File: src/rtl/m_skid_buf.sv
// m_skid_buf: two-entry registered valid/ready skid buffer.
// All outputs (out_valid, out_data, in_ready) come straight from flops, so
// there is no combinational path from out_ready back to in_ready.
//
// Optional build macro: M_SKID_XCHECK_EN
//   When defined, a simulation-only monitor watches in_valid, out_ready and
//   flush for X/Z and for upstream withdrawing in_valid while stalled. It
//   counts problems in err_cnt. When undefined, no checker is built.
//
// state | meaning
// EMPTY | nothing held; out_valid=0, in_ready=1
// BUSY  | one word in main; out_valid=1, in_ready=1
// FULL  | main and skid both hold words; out_valid=1, in_ready=0

module m_skid_buf #(
  parameter int unsigned     WIDTH     = 8,
  parameter logic [WIDTH-1:0] RESET_VAL = '0
) (
  input  logic             clk,
  input  logic             rst_n,
  input  logic             flush,
  input  logic             in_valid,
  output logic             in_ready,
  input  logic [WIDTH-1:0] in_data,
  output logic             out_valid,
  input  logic             out_ready,
  output logic [WIDTH-1:0] out_data
);

  typedef enum logic [1:0] {
    EMPTY = 2'd0,
    BUSY  = 2'd1,
    FULL  = 2'd2
  } state_t;

  state_t           state;
  logic [WIDTH-1:0] skid;
  logic             in_fire;
  logic             out_fire;

  assign in_fire  = in_valid & in_ready;
  assign out_fire = out_valid & out_ready;

  // Handshake FSM; main register is out_data itself, flags are registered.
  // in_ready resets low so nothing is taken until the first edge after reset.
  always_ff @(posedge clk or negedge rst_n) begin
    if (!rst_n) begin
      state     <= EMPTY;
      out_valid <= 1'b0;
      in_ready  <= 1'b0;
      out_data  <= RESET_VAL;
      skid      <= RESET_VAL;
    end else if (flush) begin
      // Flush wins over everything; a word offered this cycle is dropped.
      state     <= EMPTY;
      out_valid <= 1'b0;
      in_ready  <= 1'b1;
    end else begin
      case (state)
        EMPTY: begin
          in_ready <= 1'b1;
          if (in_fire) begin
            out_data  <= in_data;
            out_valid <= 1'b1;
            state     <= BUSY;
          end
        end
        BUSY: begin
          if (in_fire && out_fire) begin
            out_data <= in_data;
          end else if (in_fire) begin
            // Consumer stalled: park the new word and stop accepting.
            skid     <= in_data;
            in_ready <= 1'b0;
            state    <= FULL;
          end else if (out_fire) begin
            out_valid <= 1'b0;
            state     <= EMPTY;
          end
        end
        FULL: begin
          if (out_fire) begin
            out_data <= skid;
            in_ready <= 1'b1;
            state    <= BUSY;
          end
        end
        default: begin
          state     <= EMPTY;
          out_valid <= 1'b0;
          in_ready  <= 1'b1;
        end
      endcase
    end
  end

`ifdef M_SKID_XCHECK_EN
`ifndef SYNTHESIS
  integer err_cnt;
  logic   prev_in_valid;
  logic   prev_in_ready;
  logic   prev_flush;

  // Input sanity monitor: unknown controls, and a stalled word being
  // withdrawn before it was taken (a flush the cycle before excuses it).
  always_ff @(posedge clk or negedge rst_n) begin
    if (!rst_n) begin
      err_cnt       <= 0;
      prev_in_valid <= 1'b0;
      prev_in_ready <= 1'b0;
      prev_flush    <= 1'b0;
    end else begin
      prev_in_valid <= in_valid;
      prev_in_ready <= in_ready;
      prev_flush    <= flush;
      if ($isunknown(in_valid)) begin
        $display("ERROR m_skid_buf @%0t: in_valid is X/Z", $time);
        err_cnt <= err_cnt + 1;
      end else if ($isunknown(out_ready)) begin
        $display("ERROR m_skid_buf @%0t: out_ready is X/Z", $time);
        err_cnt <= err_cnt + 1;
      end else if ($isunknown(flush)) begin
        $display("ERROR m_skid_buf @%0t: flush is X/Z", $time);
        err_cnt <= err_cnt + 1;
      end else if (prev_in_valid === 1'b1 && in_valid === 1'b0 &&
                   prev_in_ready === 1'b0 && prev_flush !== 1'b1) begin
        $display("ERROR m_skid_buf @%0t: in_valid dropped while in_ready=0", $time);
        err_cnt <= err_cnt + 1;
      end
    end
  end
`endif
`endif

endmodule

File: config.mk
export PLATFORM = sky130hd
export DESIGN_NAME = m_skid_buf
export DESIGN_NICKNAME = d
export VERILOG_FILES = /design/src/rtl/m_skid_buf.sv
export SDC_FILE = /design/constraint.sdc
export NUM_CORES = 1
export LEC_CHECK = 0
export CAP_MARGIN = 0
export CORE_UTILIZATION = 55
export CTS_BUF_LIST = sky130_fd_sc_hd__clkbuf_8
export CTS_CLUSTER_DIAMETER = 60
export CTS_CLUSTER_SIZE = 8
export DETAILED_ROUTE_END_ITERATION = 16
export PLACE_DENSITY = 0.91
export SLEW_MARGIN = 20
export SYNTH_ARGS = -nofsm -noshare
export SYNTH_HDL_FRONTEND = slang
export SYNTH_SLANG_ARGS = --single-unit
File: constraint.sdc
create_clock -name clk -period 2.2 [get_ports clk]
set_clock_uncertainty 0.1 [all_clocks]
set_input_delay 0.44 -clock clk [delete_from_list [all_inputs] [get_ports clk]]
set_output_delay 0.44 -clock clk [all_outputs]
set_load 0.05 [all_outputs]
After elaboration in Yosys (flattened, before gate mapping) --
Cells that the tools add are included.
Cells by class: eq/ne operators 13, muxes and demuxes 22, bitwise gates (word level) 4, reductions and logical operators 8
Operators with widths (count):
- $mux W8 | 3
- $pmux W8 S3 | 1
- $ne A3 B3 Y1 const B | 6
- $mux W2 | 6
- $reduce_and A5 Y1 | 2
- $mux W1 | 9
- $ne A2 B2 Y1 const B | 4
- $reduce_and A4 Y1 | 2
- $pmux W2 S3 | 1
- $ne A4 B4 Y1 const B | 1
- $pmux W1 S3 | 1
- $reduce_and A3 Y1 | 1
- $reduce_bool A3 Y1 | 1
- $and A1 B1 Y1 | 2
- $eq A2 B1 Y1 const B | 1
- $eq A2 B2 Y1 const B | 1
- $logic_not A2 Y1 | 1
- $not A1 Y1 | 2
- $pmux W1 S2 | 1
- $logic_and A1 B1 Y1 | 1
Word-level totals: register bits after elaboration 20, input port bits 13, output and inout port bits 10, word-level logic and storage cells 52

Longest topological paths before layout --
Gate-level depths: netlist of run 1.
word-level depth 6, gate-level depth with buffers 4, depth with buffers taken out 3

Least setup slack after synthesis of run 1 --
Ideal clock, no wire load.
path kind register to register, start reg in_ready, end reg skid[0], setup time 0.125 ns, arrival time 1.509 ns, required time 1.975 ns, slack 0.466 ns, stages on the path, launching flop included 5, buffers on the path 1, period minus slack after synthesis 1.734 ns, cell sequence dfrtp_1 and3b_1 buf_6 nand4b_4 mux2_2
On the way: word-level cells in the longest chain between the ends 4
Ends and longest elaborated chain:
- start: declaration | line 23 | output logic in_ready,
- start signal: assignment | line 50 | in_ready <= 1'b0;
- start signal: assignment | line 57 | in_ready <= 1'b1;
- start signal: assignment | line 61 | in_ready <= 1'b1;
- $and A1 B1 Y1 (*) | line 41 | assign in_fire = in_valid & in_ready;
- $logic_and A1 B1 Y1 | line 69 | if (in_fire && out_fire) begin
- $not A1 Y1 (no source line)
- $reduce_and A4 Y1 (no source line) (*)
- end signal: assignment | line 73 | skid <= in_data;
- end: declaration | line 37 | logic [WIDTH-1:0] skid;
Every way passes the cells marked *; elsewhere a longest branch is shown, timed or not. A chain may end at the register's enable or synchronous reset.

Worst setup path after layout of run 1 --
start reg in_ready, end out in_ready
No word-level cell between the ends.

==> results of run 1 <==
==> power groups by stage <==
stage                     logic (mW)  registers (mW)  clock network (mW)
after floorplan                0.216           0.752                   0
after global placement         0.567           0.577                   0
after detailed placement       0.579           0.585                   0
after CTS                      0.579           0.579               0.238
after global routing           0.619           0.595               0.250
final                          0.575           0.580               0.233
==> metrics by stage <==
stage	util, %	instances	power, mW	hold slack [ns]	setup WS, ns
floorplan	-	92	0.9684	0.04441	0.4659
CTS	76.17	139	1.397	0.4037	0.09948
detailed placement	73.83	136	1.164	0.3878	0.1730
global route	76.17	139	1.463	0.4098	0.03839
global placement	73.83	136	1.143	0.3798	0.2174
finish	76.17	139	1.389	0.4004	0.08378
==> worst max path at each step <==
stage / start / to
6_report: in_ready / in_ready
3_3_place_gp: in_valid / state[1]
5_1_grt: out_valid / out_valid
2_1_floorplan: in_ready / skid[0]
3_5_place_dp: in_valid / state[1]
4_1_cts: in_ready / in_ready
==> flip-flops by register name, indices dropped and copies added (netlist names) <==
name and count:
out_data 8, skid 8, state 2, in_ready 1, out_valid 1
==> layer usage <==
metal	track usage, %	wire (um)
met1	31.71	1004
met2	42.00	1082
met3	4.762	69
met4	8.824	10
met5	0	0
==> area by class of cell <==
class	instances	area [um2]
flip-flops and latches	20	500.5
fillers	139	420.4
multi-input cells	64	516.7
repair buffers	26	250.2
clock buffers	3	41.29
inverters	1	3.754
well taps	25	31.28
==> layout by cell type, fill, tap and decap left out <==
master / netlist / layout
a21oi_1: 10 / 10
mux2_2: 9 / 9
nor3b_1: 1 / 1
clkdlybuf4s50_1: 0 / 22
o21bai_1: 1 / 1
a211o_1: 1 / 1
and3b_1: 10 / 10
o31ai_1: 1 / 1
clkbuf_8: 0 / 3
a21bo_2: 2 / 2
dfrtp_1: 20 / 20
buf_4: 0 / 4
a221oi_1: 1 / 1
nand2b_1: 2 / 2
nand4b_1: 1 / 1
a22oi_1: 8 / 8
inv_1: 1 / 1
a21o_1: 2 / 2
nand2_1: 3 / 3
a211oi_1: 8 / 8
nand3b_1: 1 / 1
nand4bb_1: 1 / 1
o211ai_1: 1 / 1
nand4b_4: 1 / 1
==> worst reg2reg max path, stage by stage, from the launching register on <==
cell and delay, ns:
dfrtp_1 0.56, nand2b_1 0.40, a211oi_1 0.38, a22oi_1 0.11
==> kinds of logic after synthesis <==
logic type	share of synthesized area, %
compound gates	23.25
simple gates	16.13
buf+inv	3.558
mux	9.609
flops	47.45
==> impl_results.md, run 1 <==
* CTS H-tree lvls at 1
* RSZ-0062 raised after global routing: false
* Fmax at 472.5 MHz
* Crit path DAT at 1.58 ns
* FFs w/ async S/R, synth at 100.0%
* Share of cells above drive strength 1 at 16.67%
* Per-cell routed wire length at 15.59 um
* Area grow syn2layout at 27.40%
* Net load switching power at 517.1 uW
* First-pass GRT wire length at 3670 um
* Top post-synthesis cells by area: dfrtp_1 47%, mux2_2 9.6%, and3b_1 8.3%
* Pre-antenna DRT Iters at 4
* Slew @ Worst Pin at 0.5117 ns
* Synthesized net count at 105
* Setup bufs post-CTS at 0
* I/O pin cnt at 23
* DR vias at 835
* Largest net degree at the start of global routing at 21
* FF-to-FF Start: state[0]
* Die Footprint at 2097 um2
* Vias in the first global route at 818
* Critical-path top delay cell: clkdlybuf4s50_1
* Power Internal at 871.8 uW
* Critical path launch point type: flop
* Worst Setup End Kind: output pin
* HP Class: reg2reg
* Detail Route Antenna Nets at 0
* Crit path max-delay family: buffers and inverters
* Top cells by count, synth: 20 x dfrtp_1, 10 x a21oi_1, 10 x and3b_1
* Initial antenna violation count at 0
* GP Congestion at 0.7615
* Nets at 129
* Worst-path cell chain: clkdlybuf4s50_1
* Via density at 6.007
* Latest clock arrival within the worst-skew pair at 0.25 ns
* Initial Util at 59.79%
* Avg Cell Area, Syn at 11.46 um2
* Worst r2r dst: out_data[3]
* Port bufs at 22
* CP Max Fanout at 7
* Worst hold path depth at 1
* Sequential fraction of the synthesis area at 47.45%
* GRT Residual Overflow at 0
* Kind of critical path: reg2out
* Residual DRC at 0
* Final hold violation count at 0
* Share of total power in sequential cells at 41.8%
* Synth Instances at 92
* Max cap viols at 0
* Worst-path clk slew at 0.07 ns
* Final Cycle Share at 96.19%
* Number of CTS-inserted buffers at 3
* Inserted Diodes at 0
* Status: complete, no violations
* Slowest stage delay, CP at 0.86 ns
* Max_slew headroom at 65.78%
* CTS Buffer Depth at 2
* Worst Hold Endpoint: skid[0]
* Yosys top cell by area: dfrtp_1
* Comb pwr share at 41.4%
* Count leader, synth: dfrtp_1
* Distinct cells, synth at 23
* Hold Path Origin: skid[0]
* Share of the synthesized area in the top cell type at 47.45%
* Post-route cell area at 1344 um2
* Final wirelength at 2167 um
* Die Y at 45.79 um
* YS warnings at 0
* R2R setup slack at 0.52 ns
* Hold bufs inserted after CTS at 0
* Post-Syn Area at 1055 um2
* Main flop type after synthesis: dfrtp_1
* R2R cell count at 3
* Clock tree sinks at 20
* Clock share of power at 16.8%
* Core ar. at 1764 um2
* VDD IR max at 712.4 uV
* Setup TNS Final at 0 ns
* DR iter-0 viols at 7
* Number of synthesized register bits at 20
* Worst path bufs/invs at 1
* Leak pwr at 0.5900 nW
* Rows at 15
* Pwr per Cell Area at 1034 nW/um2
* Switching Share at 37.23%
* Post_cts resized at 0
* Critical path required time at 1.66 ns
* Fin crit period at 2.116 ns
* Fin. max-slew vios at 0
* Placed inst area at 1303 um2
* Post-DP HPWL at 1567 um
* Die X at 45.79 um
* CTS tree: built
* # setup viols final at 0
* Root Buffer: clkbuf_8
* Critical path depth in cells at 1
* GRT Total Usage at 24.87%
* Count of flip-flops with a built-in enable after synthesis at 0
No activity file was read; power rests on OpenSTA's default activity.
==> run 2, diff against run 1 <==
--- a/config.mk
+++ b/config.mk
@@ -11,7 +11,8 @@
 export CTS_CLUSTER_DIAMETER = 60
 export CTS_CLUSTER_SIZE = 8
 export DETAILED_ROUTE_END_ITERATION = 16
-export PLACE_DENSITY = 0.91
+export PLACE_DENSITY_LB_ADDON = 0.2
+export SETUP_SLACK_MARGIN = 0.15
 export SLEW_MARGIN = 20
 export SYNTH_ARGS = -nofsm -noshare
 export SYNTH_HDL_FRONTEND = slang
==> constraint.sdc (replaced) <==
create_clock -name clk -period 2.6 [get_ports clk]
set_clock_uncertainty 0.1 [all_clocks]
set_input_delay 0.52 -clock clk [delete_from_list [all_inputs] [get_ports clk]]
set_output_delay 0.52 -clock clk [all_outputs]
set_load 0.05 [all_outputs]
==> run 2 against run 1 <==
  * Setup slack better by 0.27 ns
  * Via count rose by 2.0%
  * Worst hold slack improved by 0.00060 ns
  * Critical path depth stayed put
  * Wire length grew 13%
  * Critical endpoint is now out_valid
  * Largest cell class unchanged
==> impl_results.md, run 2 (same netlist as run 1, synthesis figures left out) <==
* # setup viols final at 0 (unchanged)
* CP Max Fanout at 8 (was 7)
* Worst-path cell chain: clkdlybuf4s50_1 (unchanged)
* CTS Buffer Depth at 2 (unchanged)
* Switching Share at 37.14% (was 37.23%)
* Leak pwr at 0.5972 nW (was 0.5900 nW)
* Final hold slack at 0.4010 ns (was 0.4004 ns)
* Post-Layout Cell Count at 140 (was 139)
* Initial antenna violation count at 0 (unchanged)
* GRT Total Usage at 26.67% (was 24.87%)
* Latest clock arrival within the worst-skew pair at 0.26 ns (was 0.25 ns)
* Final Cycle Share at 86.56%
* Clock share of power at 19.4% (was 16.8%)
* Slowest stage delay, CP at 0.87 ns (was 0.86 ns)
* Worst-path clk slew at 0.07 ns (about the same)
* Status: complete, no violations (unchanged)
* Fmax at 444.3 MHz
* Setup bufs post-CTS at 0 (unchanged)
* Max_slew headroom at 66.05% (was 65.78%)
* Power Internal at 769.6 uW (was 871.8 uW)
* Net load switching power at 454.6 uW (was 517.1 uW)
* Most common cell after layout, fill and taps aside: clkdlybuf4s50_1 (unchanged)
* Detail Route Antenna Nets at 0 (unchanged)
* Setup TNS Final at 0 ns (unchanged)
* Post-route cell area at 1358 um2 (was 1344 um2)
* Critical path launch point type: flop (unchanged)
* I/O pin cnt at 23 (unchanged)
* VDD IR max at 692.6 uV (was 712.4 uV)
* Total Power at 1.224 mW (was 1.389 mW)
* Final hold violation count at 0 (unchanged)
* Number of CTS-inserted buffers at 3 (unchanged)
* Die Footprint at 2097 um2 (unchanged)
* Regs by FF count: out_data x8, skid x8, state x2 (unchanged)
* Area grow syn2layout at 28.71% (was 27.40%)
* Pwr per Cell Area at 901.8 nW/um2 (was 1034 nW/um2)
* Critical path required time at 1.98 ns (was 1.66 ns)
* Port bufs at 22 (unchanged)
* Pre-antenna DRT Iters at 4 (unchanged)
* Per-cell routed wire length at 17.43 um (was 15.59 um)
* Placed inst area at 1303 um2 (unchanged)
* DR vias at 852 (was 835)
* Pre-CTS setup slack at 0.5049 ns (was 0.1730 ns)
* Commonest non-fill, non-tap cells in the layout: 22 x clkdlybuf4s50_1, 20 x dfrtp_1, 10 x and3b_1, 10 x a21oi_1, 9 x mux2_2 (unchanged)
* Final Util at 76.95% (was 76.17%)
* Nets at 129 (unchanged)
* Kind of critical path: reg2out (unchanged)
* Die Y at 45.79 um (unchanged)
* Worst Setup End Kind: output pin (unchanged)
* CTS tree: built (unchanged)
* Via density at 6.086 (was 6.007)
* Worst path bufs/invs at 1 (unchanged)
* Critical-path top delay cell: clkdlybuf4s50_1 (unchanged)
* Die X at 45.79 um (unchanged)
* Worst setup margin at 0.3495 ns (was 0.08378 ns)
* Hold bufs inserted after CTS at 0 (unchanged)
* Placed instance count at 136 (unchanged)
* First-pass GRT wire length at 3781 um (was 3670 um)
* GRT Residual Overflow at 0 (unchanged)
* DR iter-0 viols at 21 (was 7)
* Vias in the first global route at 818 (unchanged)
* Core ar. at 1764 um2 (unchanged)
* Share of cells above drive strength 1 at 17.39% (was 16.67%)
* Residual DRC at 0 (unchanged)
* Max cap viols at 0 (unchanged)
* Share of total power in sequential cells at 40.4% (was 41.8%)
* Fin. max-slew vios at 0 (unchanged)
* RSZ-0062 raised after global routing: false (unchanged)
* Initial Util at 59.79% (unchanged)
* Crit path max-delay family: buffers and inverters (unchanged)
* GP Congestion at 0.7673 (was 0.7615)
* Crit path DAT at 1.63 ns (was 1.58 ns)
* Final wirelength at 2440 um (was 2167 um)
* Largest net degree at the start of global routing at 21 (unchanged)
* Comb pwr share at 40.2% (was 41.4%)
* HP Class: reg2reg (unchanged)
* Fin crit period at 2.251 ns
* Slew @ Worst Pin at 0.5076 ns (was 0.5117 ns)
* Inserted Diodes at 0 (unchanged)
* CTS H-tree lvls at 1 (unchanged)
* Root Buffer: clkbuf_8 (unchanged)
* Rows at 15 (unchanged)
* Clock tree sinks at 20 (unchanged)
* Post_cts resized at 0 (unchanged)
[run 2: cell types whose count changed in the layout (fill, tap and decap cells not counted)]
cell / previous run / this run
clkbuf_8: 3 / 4
[run 2: worst paths after layout]
kind                                 from          end  slack (ns)  cells after the start
worst max-delay path            out_valid    out_valid        0.35                      1
worst min-delay path              skid[1]      skid[1]        0.40                      1
worst max register to register   state[0]  out_data[1]        0.91                      3
worst min register to register    skid[1]      skid[1]        0.40                      1
max in group asynchronous           rst_n      skid[3]        1.72                      2
min in group asynchronous           rst_n  out_data[2]        0.49                      2
[run 2: metal layers]
| layer | global-route usage [%] | vias to the layer above | wire (um) |
|---|---|---|---|
| li1 | - | 398 | - |
| met1 | 32.13 | 419 | 966 |
| met2 | 46.00 | 31 | 1273 |
| met3 | 5.556 | 4 | 172 |
| met4 | 11.18 | 0 | 27 |
| met5 | 0 | - | 0 |
[run 2: power groups by stage]
stage          logic [mW]  clock network [mW]  registers, mW
2_1_floorplan       0.183                   0          0.637
3_3_place_gp        0.479                   0          0.490
3_5_place_dp        0.494                   0          0.499
4_1_cts             0.496               0.242          0.494
5_1_grt             0.522               0.250          0.508
6_report            0.493               0.237          0.494
[run 2: area by class of cell]
cell class	instances	area, um2
fillers	134	406.6
clock buffers	4	55.05
inverters	1	3.754
repair buffers	26	250.2
flip-flops and latches	20	500.5
well taps	25	31.28
multi-input cells	64	516.7
==> run 3, diff against run 2 <==
--- a/config.mk
+++ b/config.mk
@@ -5,6 +5,7 @@
 export SDC_FILE = /design/constraint.sdc
 export NUM_CORES = 1
 export LEC_CHECK = 0
+export ABC_AREA = 1
 export CAP_MARGIN = 0
 export CORE_UTILIZATION = 55
 export CTS_BUF_LIST = sky130_fd_sc_hd__clkbuf_8
==> run 3 against run 2 <==
  * Setup slack improved by 0.17 ns
  * Wire length decreased by 15%
  * Largest cell class is now flip-flops and latches
  * Synthesized cell count increased by 42%
  * Sequential power increased by 6.3%
  * Clock power about the same
  * Clock-buffer cell count unchanged
  * Synthesized area decreased by 1.1%
  * Register-to-register slack improved by 0.19 ns
  * Critical path type unchanged
  * Largest power group is now combinational logic
  * Worst hold slack got worse by 0.012 ns
  * Flip-flop and latch count unchanged
==> impl_results.md, run 3 <==
* Status: complete, no violations (unchanged)
* Pwr per Cell Area at 1093 nW/um2 (was 901.8 nW/um2)
* CP Max Fanout at 4 (was 8)
* Placed instance count at 177 (was 136)
* Most common cell after layout, fill and taps aside: nand2_1 (was clkdlybuf4s50_1)
* Global-route layer with the greatest usage: met2 (unchanged)
* Detail Route Antenna Nets at 0 (unchanged)
* Initial Util at 59.78% (was 59.79%)
* Critical path required time at 1.98 ns (about the same)
* GRT Total Usage at 23.30% (was 26.67%)
* R2R cell count at 6 (was 3)
* Max_slew headroom at 66.41% (was 66.05%)
* Met1 Use GR at 32.23% (was 32.13%)
* Area grow syn2layout at 27.94% (was 28.71%)
* Nets at 170 (was 129)
* Worst-path clk slew at 0.08 ns (was 0.07 ns)
* Setup TNS Final at 0 ns (unchanged)
* Inserted Diodes at 0 (unchanged)
* Final hold violation count at 0 (unchanged)
* Commonest non-fill, non-tap cells in the layout: 45 x nand2_1, 22 x clkdlybuf4s50_1, 20 x dfrtp_1 (was 22 x clkdlybuf4s50_1, 20 x dfrtp_1, 10 x and3b_1, 10 x a21oi_1, 9 x mux2_2)
* Critical path depth in cells at 1 (unchanged)
* Hold bufs inserted after CTS at 0 (unchanged)
* Leak pwr at 0.6763 nW (was 0.5972 nW)
* Per-cell routed wire length at 11.39 um (was 17.43 um)
* Worst Setup End Kind: output pin (unchanged)
* Number of CTS-inserted buffers at 3 (unchanged)
* Pre-antenna DRT Iters at 4 (unchanged)
* Largest net degree at the start of global routing at 21 (unchanged)
* Regs by FF count: out_data x8, skid x8, state x2 (unchanged)
* Fin. max-slew vios at 0 (unchanged)
* Die Footprint at 2075 um2 (was 2097 um2)
* First-pass GRT wire length at 3381 um (was 3781 um)
* Slew @ Worst Pin at 0.5023 ns (was 0.5076 ns)
* DR vias at 925 (was 852)
* Root Buffer: clkbuf_8 (unchanged)
* Final hold slack at 0.3891 ns (was 0.4010 ns)
* Setup bufs post-CTS at 0 (unchanged)
* Latest clock arrival within the worst-skew pair at 0.26 ns (about the same)
* Final Cycle Share at 80.20% (was 86.56%)
* Fin crit period at 2.085 ns (was 2.251 ns)
* Final Util at 76.49% (was 76.95%)
* Distinct cells, synth at 19 (was 23)
* RSZ-0062 raised after global routing: false (unchanged)
* VDD IR max at 588.1 uV (was 692.6 uV)
* Rows at 15 (unchanged)
* Die X at 45.56 um (was 45.79 um)
* GP Congestion at 0.8361 (was 0.7673)
* I/O pin cnt at 23 (unchanged)
* Slowest stage delay, CP at 0.82 ns (was 0.87 ns)
* Avg Cell Area, Syn at 7.966 um2 (was 11.46 um2)
* Top post-synthesis cells by area: dfrtp_1 48%, nand2_1 16%, nand3_1 6.2% (was dfrtp_1 47%, mux2_2 9.6%, and3b_1 8.3%)
* Share of cells above drive strength 1 at 14.10% (was 17.39%)
* Synth Instances at 131 (was 92)
* CTS tree: built (unchanged)
* Fmax at 479.5 MHz (was 444.3 MHz)
* CTS Buffer Depth at 2 (unchanged)
* Vias in the first global route at 797 (was 818)
* GR Util met2 at 36.57% (was 46.00%)
* Top cells by count, synth: 45 x nand2_1, 20 x dfrtp_1, 13 x inv_1, 13 x nand3_1, 8 x nor2_1 (was 20 x dfrtp_1, 10 x a21oi_1, 10 x and3b_1)
* Initial antenna violation count at 0 (unchanged)
* Final wirelength at 2062 um (was 2440 um)
* Via density at 5.110 (was 6.086)
* DR iter-0 viols at 39 (was 21)
* Critical-path top delay cell: clkdlybuf4s50_1 (unchanged)
* YS warnings at 0 (unchanged)
* Count leader, synth: nand2_1 (was dfrtp_1)
* Number of synthesized register bits at 20 (unchanged)
* Critical path launch point type: flop (unchanged)
* Sequential fraction of the synthesis area at 47.96% (was 47.45%)
* FILL cells at 145 (was 134)
* CTS H-tree lvls at 1 (unchanged)
* Share of the synthesized area in the top cell type at 47.96% (was 47.45%)
* Yosys top cell by area: dfrtp_1 (unchanged)
* Post-Layout Cell Count at 181 (was 140)
* Crit path DAT at 1.47 ns (was 1.63 ns)
* Port bufs at 22 (unchanged)
* HP Class: reg2reg (unchanged)
* Residual DRC at 0 (unchanged)
* FFs w/ async S/R, synth at 100.0% (unchanged)
* Met3 usage at 3.571% (was 5.556%)
* Post_cts resized at 0 (unchanged)
* GRT Residual Overflow at 0 (unchanged)
* Count of flip-flops with a built-in enable after synthesis at 0 (unchanged)
* Die Y at 45.56 um (was 45.79 um)
* Max cap viols at 0 (unchanged)
* Total Power at 1.460 mW (was 1.224 mW)
* Synthesized net count at 144 (was 105)
* # setup viols final at 0 (unchanged)
* Worst-path cell chain: clkdlybuf4s50_1 (unchanged)
* Main flop type after synthesis: dfrtp_1 (unchanged)
* Post-DP HPWL at 1505 um
* Worst hold path depth at 2 (was 1)
* Clock tree sinks at 20 (unchanged)
* Crit path max-delay family: buffers and inverters (unchanged)
* Worst path bufs/invs at 1 (unchanged)
* Core ar. at 1745 um2 (was 1764 um2)
* Kind of critical path: reg2out (unchanged)
* Post-Syn Area at 1044 um2 (was 1055 um2)
[run 3: cell count changes in the layout (fill, tap and decap cells not counted), sizes merged, moves of 3 or more]
| cell | change |
|---|---|
| and3b | -10 |
| nand2 | +46 |
| nor2 | +9 |
| o21ai | +14 |
| buf | -3 |
| a211oi | -8 |
| a22oi | -8 |
| mux2 | -9 |
| a21oi | -6 |
| inv | +15 |
| nand3 | +13 |
[run 3: per-layer routing]
layer | share of wire [%] | wire (um)
met4 | 1.7 | 36
met5 | 0 | 0
met2 | 45 | 918
met1 | 48 | 999
met3 | 5.2 | 108
[run 3: cell type report]
class	instances	area (um2)	area share (%)
timing repair buffer	23	227.7	17.06
multi-input combinational	93	460.4	34.49
inverter	16	60.06	4.499
clock buffer	4	55.05	4.124
sequential	20	500.5	37.49
tap	25	31.28	2.343
[run 3: cells by family after synthesis]
family	count (synthesis)	share of synthesized area, %
compound gates	20	14.15
flops	20	47.96
buf+inv	18	7.914
simple gates	73	29.98
[run 3: final timing paths]
check	slack, ns	to	from
setup reg to reg	1.10	skid[3]	state[1]
min in group asynchronous	0.49	out_data[2]	rst_n
hold / removal	0.39	out_data[2]	out_data[2]
max in group asynchronous	1.70	in_ready	rst_n
setup / recovery	0.51	in_ready	in_ready
hold reg to reg	0.39	out_data[2]	out_data[2]
[run 3: power by group]
| part | internal [mW] | switching (mW) |
|---|---|---|
| Clock | 0.135 | 0.106 |
| Combinational | 0.235 | 0.459 |
| Sequential | 0.445 | 0.0803 |
| Total | 0.814 | 0.645 |
[run 3: stage by stage]
stage,setup slack [ns],cell area [um2]
global route,0.4633,1335
detailed placement,0.4899,1280
global placement,0.6054,1280
CTS,0.5118,1335
finish,0.5147,1335
floorplan,0.9960,1044
